[config.mk]
export PLATFORM = sky130hd
export DESIGN_NAME = cmp_share_arbiter
export DESIGN_NICKNAME = d
export VERILOG_FILES = /design/src/rtl/cmp_share_pkg.sv /design/src/rtl/eq_compare.sv /design/src/rtl/cmp_share_arbiter.sv
export SDC_FILE = /design/constraint.sdc
export NUM_CORES = 1
export LEC_CHECK = 0
export CORE_MARGIN = 2
export CORE_UTILIZATION = 43
export DETAILED_ROUTE_END_ITERATION = 6
export PLACE_DENSITY = 0.81
export SYNTH_ARGS = -nofsm -noshare
export SYNTH_HDL_FRONTEND = slang
export SYNTH_SLANG_ARGS = --single-unit
[constraint.sdc]
create_clock -name clk -period 2.77 [get_ports clk]
set_input_delay 0.277 -clock clk [delete_from_list [all_inputs] [get_ports clk]]
set_output_delay 0.277 -clock clk [all_outputs]
set_load 0.03 [all_outputs]
[src/rtl/cmp_share_pkg.sv]
// Shared types and helpers for the shared equality comparator arbiter.
// Holds the FSM state encoding and the round-robin winner picker.
package cmp_share_pkg;

    typedef enum logic [1:0] {
        IDLE = 2'd0,
        CMP  = 2'd1,
        RESP = 2'd2
    } cmp_state_t;

    // Upper bound on requesters the picker can scan.
    localparam int unsigned RR_MAX = 32;
    localparam int unsigned RR_IW  = 5;

    // Winner is the first valid index after ptr, wrapping mod nreq.
    // Scanning from the far end keeps the nearest valid index last.
    function automatic int unsigned rr_pick(
        input logic [RR_MAX-1:0] valid,
        input int unsigned       ptr,
        input int unsigned       nreq
    );
        int unsigned idx;
        rr_pick = 0;
        for (int unsigned k = RR_MAX; k >= 1; k--) begin
            if (k <= nreq) begin
                idx = (ptr + k) % nreq;
                if (valid[idx[RR_IW-1:0]]) begin
                    rr_pick = idx;
                end
            end
        end
    endfunction

endpackage

[src/rtl/eq_compare.sv]
// Purely combinational NBITS-wide equality comparator.
// Unsigned bitwise equality over the full operand width.
module eq_compare #(
    parameter int NBITS = 16
) (
    input  logic [NBITS-1:0] a,
    input  logic [NBITS-1:0] b,
    output logic             eq
);

    assign eq = (a == b);

endmodule

[src/rtl/cmp_share_arbiter.sv]
// Round-robin arbiter sharing one equality comparator among requesters.
// Three-cycle IDLE/CMP/RESP sequence with saturating statistics.
module cmp_share_arbiter
    import cmp_share_pkg::*;
#(
    parameter  int NBITS = 16,
    parameter  int NREQ  = 4,
    parameter  int CNTW  = 16,
    localparam int IDW   = (NREQ > 1) ? $clog2(NREQ) : 1
) (
    input  logic                  clk,
    input  logic                  reset,
    input  logic [NREQ-1:0]       req_valid,
    input  logic [NREQ*NBITS-1:0] req_a,
    input  logic [NREQ*NBITS-1:0] req_b,
    output logic [NREQ-1:0]       req_ready,
    output logic                  rsp_valid,
    input  logic                  rsp_ready,
    output logic [IDW-1:0]        rsp_id,
    output logic                  rsp_match,
    output logic                  busy,
    output logic [CNTW-1:0]       cmp_count,
    output logic [CNTW-1:0]       match_count
);

    localparam logic [IDW-1:0] PTR_RST = IDW'(NREQ - 1);

    cmp_state_t        state_q, state_d;
    logic [IDW-1:0]    rr_ptr_q, rr_ptr_d;
    logic [NBITS-1:0]  op_a_q, op_a_d;
    logic [NBITS-1:0]  op_b_q, op_b_d;
    logic [IDW-1:0]    id_q, id_d;
    logic              rsp_valid_q, rsp_valid_d;
    logic [IDW-1:0]    rsp_id_q, rsp_id_d;
    logic              rsp_match_q, rsp_match_d;
    logic [CNTW-1:0]   cmp_count_q, cmp_count_d;
    logic [CNTW-1:0]   match_count_q, match_count_d;

    logic [RR_MAX-1:0] valid_ext;
    logic [IDW-1:0]    win_idx;
    logic              any_valid;
    logic              ops_eq;

    eq_compare #(
        .NBITS(NBITS)
    ) u_eq (
        .a (op_a_q),
        .b (op_b_q),
        .eq(ops_eq)
    );

    // Round-robin winner among the currently valid requesters.
    always_comb begin
        valid_ext = '0;
        valid_ext[NREQ-1:0] = req_valid;
        any_valid = |req_valid;
        win_idx = IDW'(rr_pick(valid_ext, 32'(rr_ptr_q), NREQ));
    end

    // Next-state, grant and datapath updates for the sequencer.
    always_comb begin
        state_d       = state_q;
        rr_ptr_d      = rr_ptr_q;
        op_a_d        = op_a_q;
        op_b_d        = op_b_q;
        id_d          = id_q;
        rsp_valid_d   = rsp_valid_q;
        rsp_id_d      = rsp_id_q;
        rsp_match_d   = rsp_match_q;
        cmp_count_d   = cmp_count_q;
        match_count_d = match_count_q;
        req_ready     = '0;
        unique case (state_q)
            IDLE: begin
                if (any_valid) begin
                    req_ready[win_idx] = 1'b1;
                    op_a_d  = req_a[win_idx*NBITS +: NBITS];
                    op_b_d  = req_b[win_idx*NBITS +: NBITS];
                    id_d    = win_idx;
                    state_d = CMP;
                end
            end
            CMP: begin
                rsp_match_d = ops_eq;
                rsp_id_d    = id_q;
                rsp_valid_d = 1'b1;
                state_d     = RESP;
            end
            RESP: begin
                if (rsp_valid_q && rsp_ready) begin
                    rsp_valid_d = 1'b0;
                    rr_ptr_d    = id_q;
                    if (cmp_count_q != '1) begin
                        cmp_count_d = cmp_count_q + 1'b1;
                    end
                    if (rsp_match_q && match_count_q != '1) begin
                        match_count_d = match_count_q + 1'b1;
                    end
                    state_d = IDLE;
                end
            end
            default: state_d = IDLE;
        endcase
    end

    // State, operand, response and counter registers.
    always_ff @(posedge clk or posedge reset) begin
        if (reset) begin
            state_q       <= IDLE;
            rr_ptr_q      <= PTR_RST;
            op_a_q        <= '0;
            op_b_q        <= '0;
            id_q          <= '0;
            rsp_valid_q   <= 1'b0;
            rsp_id_q      <= '0;
            rsp_match_q   <= 1'b0;
            cmp_count_q   <= '0;
            match_count_q <= '0;
        end else begin
            state_q       <= state_d;
            rr_ptr_q      <= rr_ptr_d;
            op_a_q        <= op_a_d;
            op_b_q        <= op_b_d;
            id_q          <= id_d;
            rsp_valid_q   <= rsp_valid_d;
            rsp_id_q      <= rsp_id_d;
            rsp_match_q   <= rsp_match_d;
            cmp_count_q   <= cmp_count_d;
            match_count_q <= match_count_d;
        end
    end

    assign rsp_valid   = rsp_valid_q;
    assign rsp_id      = rsp_id_q;
    assign rsp_match   = rsp_match_q;
    assign busy        = (state_q != IDLE);
    assign cmp_count   = cmp_count_q;
    assign match_count = match_count_q;

endmodule

==> flow_summary.json <==
{
  "status": "completed",
  "finalHoldViolations": 0,
  "cp_max_fo": 7,
  "antenna_cells": 0,
  "vias": 3724,
  "ir_drop_v": 0.0006435,
  "drv_cap": 0,
  "grt_max_degree": 50,
  "grt_pass1_vias": 3685,
  "cts_tree": "built",
  "via_per_inst": 5.343,
  "top_layer": "met4",
  "io_pins": 176,
  "grt_first_pass_wirelength_um": 18280,
  "slew_headroom": 0.5619,
  "worstSetupPathType": "register to output pin",
  "cts_root_buffer": "clkbuf_8",
  "yosys.area.top_type": "dfrtp_1",
  "reg2reg_depth": 5,
  "period_minus_slack_ns": 2.620,
  "yosys_warnings": 0,
  "initial_core_util": 0.4437,
  "die_h_um": 101.7,
  "track_usage": 0.2276,
  "dp_slack_ns": 0.1564,
  "rsz0062_at_grt": "no",
  "fin_skew_ns": 0.01372,
  "clkSinkCount": 74,
  "clk_pin_slew_worst_paths_ns": 0.08,
  "worstSetupEndpointType": "output pin",
  "yosysTopAreaCellShare": 0.4394,
  "io_buffer_count": 175,
  "synth_seq_area_share": 0.4522,
  "syn_to_final_growth_pct": 52.46,
  "wire_per_inst_um": 16.81,
  "worstMarginPinSlew_ns": 0.6542,
  "instances_no_fill": 697,
  "numCtsBuffers": 9,
  "hp-class": "input port to async pin",
  "synth_ff_type": "dfrtp_1",
  "drt.antenna.violating_nets": 0,
  "synth_common_cells": "72 x dfrtp_1, 65 x mux2i_1, 59 x nand2_1, 32 x o221ai_1, 23 x xor2_1",
  "syn_area_per_cell_um2": 10.59,
  "setup_viol": 0,
  "insertion_delay_ns": 0.34,
  "critPathArrivalTime_ns": 2.34,
  "cts_buffer_depth": 2,
  "drc": 0,
  "synth-async-reset-ratio": 1.000,
  "netlist_area_mm2": 0.004100,
  "finalWirelength_um": 11720,
  "grt_overflow": 0,
  "power.total_mw": 4.793,
  "fin_ws_ns": 0.1502,
  "synth_nets": 524,
  "cp-start-kind": "register",
  "row_count": 35,
  "slew_viol_final": 0,
  "dp_hpwl_um": 8986,
  "antenna_found_initial": 0,
  "dr_wl_met2_um": 5845,
  "fmax_ghz": 0.3817,
  "place_congestion": 0.8436,
  "synth_cells": 387,
  "drtPass1Iterations": 5,
  "fin_setup_tns_ns": 0,
  "final_layout_size_suffix_gt1_frac": 0.06514,
  "r2r_slack_ns": 0.65,
  "final_nets": 700,
  "synth-seq-cells": 74,
  "min_period_over_period": 0.9458,
  "reg2reg_to": "match_count[14]$_DFFE_PP0P_",
  "yosys.cell_types.count": 39,
  "cp.required_ns": 2.49,
  "dp.cells": 681,
  "yosysMostFrequentCell": "dfrtp_1",
  "coreArea_mm2": 0.009240,
  "leakage_nw": 2.790,
  "route.met3.wl_um": 552,
  "fp.dieW_um": 101.7,
  "drtIter0Drc": 142,
  "power_density_mw_per_mm2": 766.7,
  "hold-worst-slack_ns": 0.3428,
  "met1Wirelength_um": 5169,
  "synth_edf_count": 0,
  "htree_levels": 3,
  "synthTopCellsByArea": "dfrtp_1 44%, mux2i_1 16%, o221ai_1 6.8%, nand2_1 5.4%, xor2_1 4.9%",
  "r2r_start": "state_q[0]$_DFFE_PP0P_",
  "dieArea_mm2": 0.01033
}
state kept, by name, summed over array words and instances, names as in the netlist, 2 cells and up:
| signal | cells |
|---|---|
| rr_ptr_q | 2 |
| op_b_q | 16 |
| match_count | 16 |
| cmp_count | 16 |
| state_q | 2 |
| op_a_q | 16 |
| rsp_id | 2 |
| id_q | 2 |
routing by layer:
layer,track usage,vias up
met5,0,-
met1,0.3176,1829
met4,0.06757,0
li1,-,1771
met3,0.03589,14
met2,0.3664,110
cell families after synthesis:
logic type,share of synthesized area
fa+ha+maj,0.006102
xor+xnor,0.09399
mux,0.1697
simple gates,0.1495
compound gates,0.1019
buf+inv,0.02655
flops,0.4522
power by group:
part | switching (mW) | internal (mW)
registers | 0.301 | 1.42
clock network | 0.418 | 0.534
logic | 1.11 | 1.00
total | 1.83 | 2.96
metrics by stage:
stage	cell area (um^2)	util
3_3_place_gp	6023	0.6519
5_1_grt	6251	0.6765
2_1_floorplan	4100	-
4_1_cts	6248	0.6762
6_report	6251	0.6765
3_5_place_dp	6023	0.6519
layout make-up:
| class | instances | area (um^2) |
|---|---|---|
| multi-input cells | 289 | 2148 |
| clock buffers | 10 | 137.6 |
| inverters | 6 | 22.52 |
| repair buffers | 183 | 1838 |
| clock inverters | 6 | 88.84 |
| well taps | 129 | 161.4 |
| fillers | 723 | 2989 |
| flip-flops and latches | 74 | 1854 |
layout by cell type (no fill, tap or decap), types with 3 or more instances in the layout:
cell and instances:
clkdlybuf4s50_1 173, dfrtp_1 72, mux2i_1 65, nand2_1 59, o221ai_1 32, xor2_1 23, xnor2_1 21, nand3_1 13
nor2_1 13, nand4_1 12, clkbuf_8 10, and3_1 6, buf_4 6, inv_1 5, a21oi_1 5, nor4_1 5
nor3_1 4, mux2_2 4, a31oi_1 3, nand2b_1 3
worst max path at each step:
stage                     depth (start not counted)               startpoint           end  slack [ns]
after detailed placement                          6             req_valid[3]  req_ready[2]        0.16
after CTS                                         6   state_q[0]$_DFFE_PP0P_  req_ready[2]       0.002
after global placement                            6             req_valid[3]  req_ready[2]        0.16
after global routing                              5  rr_ptr_q[1]$_DFFE_PP1P_  req_ready[3]        0.05
after floorplan                                   7   state_q[0]$_DFFE_PP0P_  req_ready[0]        0.52
final                                             5  rr_ptr_q[1]$_DFFE_PP1P_  req_ready[3]        0.15
critical path, stage by stage (launching register included):
cell	delay [ns]
dfstp_2	0.61
nand2b_1	0.13
a21oi_1	0.09
o221ai_4	0.30
and3_1	0.21
clkdlybuf4s50_1	0.66
timing repair:
item,CTS,global route
hold buffers,0,0
buffers inserted,0,0
gates cloned,0,0
gates resized for setup,1,1
setup endpoints to repair,1,1
Power figures use the tool's default switching activity.
==> RTL edit 1 (same flow settings) <==
Encoding of `cmp_state_t`: now one-hot (3 bits for 3 states).
--- a/src/rtl/cmp_share_pkg.sv
+++ b/src/rtl/cmp_share_pkg.sv
@@ -4,6 +4,6 @@
 
-    typedef enum logic [1:0] {
-        IDLE = 2'd0,
-        CMP  = 2'd1,
-        RESP = 2'd2
+    typedef enum logic [2:0] {
+        IDLE = 3'b001,
+        CMP  = 3'b010,
+        RESP = 3'b100
     } cmp_state_t;
Behaviour: same outputs for any inputs over 4 cycles, from zero or initial values and one cycle with reset high; so few cycles prove little.
==> RTL edit 1 against the unedited design <==
Design area up 2.9%; cell count increased by 5.7%; sequential cell count rose by 1; hold slack better by 0.012 ns; area after synthesis increased by 5.8%; die area up 5.5%; largest power group unchanged; total power is 1.0% higher; count of clock-buffer cells in the layout is the same; largest cell class unchanged; via count increased by 9.1%; first-iteration DRC count shrank 15%; routed wire length rose by 4.7%; worst setup slack gained 0.061 ns.
==> RTL edit 1: results (changes against the unedited design) <==
[grt]
grt_first_pass_wirelength_um=20200  ; +10%
grt_usage=0.229  ; +0.00123
grt_max_degree=55  ; +10%

[drt]
via_per_inst=5.51  ; +3.2%
routedWlPerCell_um=16.6  ; -0.98%
vias=4062  ; +9.1%

[synthesis]
synth_fa_ha_area_frac=0.00577  ; -0.000333
synthDistinctLibCells=44  ; +13%
synth_common_cells=dfrtp_1, nor2_1, and3_1
muxShareOfSynthArea=0.0969  ; -0.0727
ys_ff_latch=75  ; +1.4%
seq_area_frac_synth=0.434  ; -0.0186
synth_fp_nets=568  ; +8.4%
synth-xor-area-share=0.0848  ; -0.00916
synth_compound_area_frac=0.155  ; +0.0530
synth_area_per_cell_um2=10.1  ; -5.0%

[timing]
worst_slew_pin_slew_ns=0.770  ; +0.115 ns
timing.hold.ws_ns=0.355  ; +0.0120 ns

[critical_path]
ff2ff_path_depth=6  ; +1
r2r-end=op_a_q[2]$_DFFE_PP0P_
critPathArrivalTime_ns=2.28  ; -0.06 ns
r2r_slack_ns=0.45  ; -0.20 ns
r2r-start=state_q[0]$_DFFE_PP1P_

[pwr]
clk-power_mw=0.947  ; -0.5%
cellPowerDensity_nw_per_um2=753  ; -1.8%
leakagePower_nw=2.74  ; -1.9%
ir_worst_vdd_uv=444  ; -31%

[place]
place_area_um2=6200  ; +3.0%
post-place-cells=721  ; +5.9%
dpl.hpwl_um=9320  ; +3.7%

[clock_tree]
cts_resized=0  ; -1

[cells_and_area]
drive_gt1_frac=0.0828  ; +0.0176

[status]
status=finished clean

[RTL edit 1: cell types whose count changed in the layout (fill, tap and decap cells not counted), moves of 13 or more]
cell,delta
o221ai_1,-32
mux2i_1,-32
a221oi_1,+32
and3_1,+35
nor2_1,+33
a211oi_1,+32
xor2_1,-13
nand2_1,-40
[RTL edit 1: worst max-delay path, stage by stage, from the launching register on]
cell	delay [ns]
dfstp_2	0.56
or3b_2	0.50
a21oi_4	0.18
and2_1	0.35
and2_1	0.19
buf_4	0.15
[RTL edit 1: how the worst max path moves through the flow]
stage / to / startpoint / slack [ns]
2_1_floorplan: req_ready[2] / state_q[0]$_DFFE_PP1P_ / 0.43
3_3_place_gp: op_a_q[3]$_DFFE_PP0P_ / req_valid[3] / 0.39
3_5_place_dp: op_a_q[3]$_DFFE_PP0P_ / req_valid[3] / 0.35
4_1_cts: req_ready[0] / state_q[0]$_DFFE_PP1P_ / 0.16
5_1_grt: req_ready[0] / state_q[0]$_DFFE_PP1P_ / 0.08
6_report: req_ready[0] / state_q[0]$_DFFE_PP1P_ / 0.21
[RTL edit 1: layer usage]
| metal | wire length [µm] | up-vias | track usage |
|---|---|---|---|
| met3 | 791 | 20 | 0.0551 |
| met2 | 6400 | 153 | 0.414 |
| li1 | - | 1937 | - |
| met4 | 223 | 0 | 0.0820 |
| met1 | 4850 | 1952 | 0.261 |
| met5 | 0 | - | 0 |
[RTL edit 1: final cells by class]
type | instances | area [µm²]
inverters | 9 | 35.0
clock inverters | 6 | 88.8
multi-input cells | 320 | 2290
clock buffers | 10 | 138
repair buffers | 184 | 1830
fillers | 798 | 3340
well taps | 133 | 166
flip-flops and latches | 75 | 1880
==> RTL edit 2 (same settings) <==
Made on the original files. Change the parameter `NREQ` from 4 to 2.
--- a/src/rtl/cmp_share_arbiter.sv
+++ b/src/rtl/cmp_share_arbiter.sv
@@ -6,3 +6,3 @@
     parameter  int NBITS = 16,
-    parameter  int NREQ  = 4,
+    parameter  int NREQ  = 2,
     parameter  int CNTW  = 16,
Interface: changed (5 resized); port bits go from 176 to 107. The function was not compared with the original's and may differ.
==> RTL edit 2 against the unedited design <==
Maximum frequency increased by 8.3%; highest routed layer unchanged; design area shrank 20%; area after synthesis decreased by 13%; sequential cell count decreased by 3; worst setup slack gained 0.20 ns; routed wire length fell by 34%.
Power is not compared: it rests on default switching activity, and its combinational part moved more than twofold at a synthesized area within 25%.
==> RTL edit 2: results (changes against the unedited design) <==
[grt]
grt_max_degree=66  ; +32%
grt_usage=0.186  ; -0.0416
grt_first_pass_wirelength_um=12900  ; -29%

[place]
io_buffers=106  ; -39%
gp_congestion=0.803  ; -4.9%

[timing]
maxSlewHeadroom=0.523  ; -0.0389
timing.hold.ws_ns=0.364  ; +0.0213 ns

[critical_path]
max_stage_delay_ns=0.72  ; +0.06 ns
cp-endpoint=req_ready[0]
r2r_slack_ns=0.84  ; +0.19 ns

[synthesis]
synth_compound_area_frac=0.0974  ; -0.00448
seq_area_frac_synth=0.498  ; +0.0458
synth_fa_ha_area_frac=0.00701  ; +0.000907
muxShareOfSynthArea=0.0995  ; -0.0701
synth_fp_nets=404  ; -23%

[cells_and_area]
final_nets=510  ; -27%
nMultiInputCombCells=243  ; -16%
n_clock_buffer=11  ; +1
multi_input_area_um2=1730  ; -19%
buf_share=0.220  ; -0.0738
seq_cells=71  ; -4.1%
seq_share=0.357  ; +0.0606

[drt]
vias=2845  ; -24%
dr.pass1.iters=4  ; -1

[status]
status=finished clean

RTL edit 2: stage by stage:
step | power (mW) | cells | instance area (µm²) | setup slack, ns
after floorplan | 1.11 | 333 | 3570 | 0.698
after global placement | 1.22 | 533 | 4750 | 0.498
after detailed placement | 1.23 | 533 | 4750 | 0.489
after CTS | 2.14 | 549 | 4980 | 0.288
after global routing | 2.21 | 549 | 4980 | 0.217
final | 2.12 | 549 | 4980 | 0.352
RTL edit 2: report_power, final:
group	leakage (nW)	switching, mW	total (mW)	internal, mW
Sequential	0.978	0	1.04	1.04
Combinational	1.34	0.0563	0.165	0.109
Clock	0.110	0.390	0.922	0.532
Total	2.43	0.446	2.12	1.68
RTL edit 2: layer usage:
layer	GRT usage	up-vias	part of all wire
met4	0.0761	0	0.015
li1	-	1390	-
met1	0.220	1331	0.41
met2	0.325	114	0.50
met5	0	-	0
met3	0.0427	10	0.071
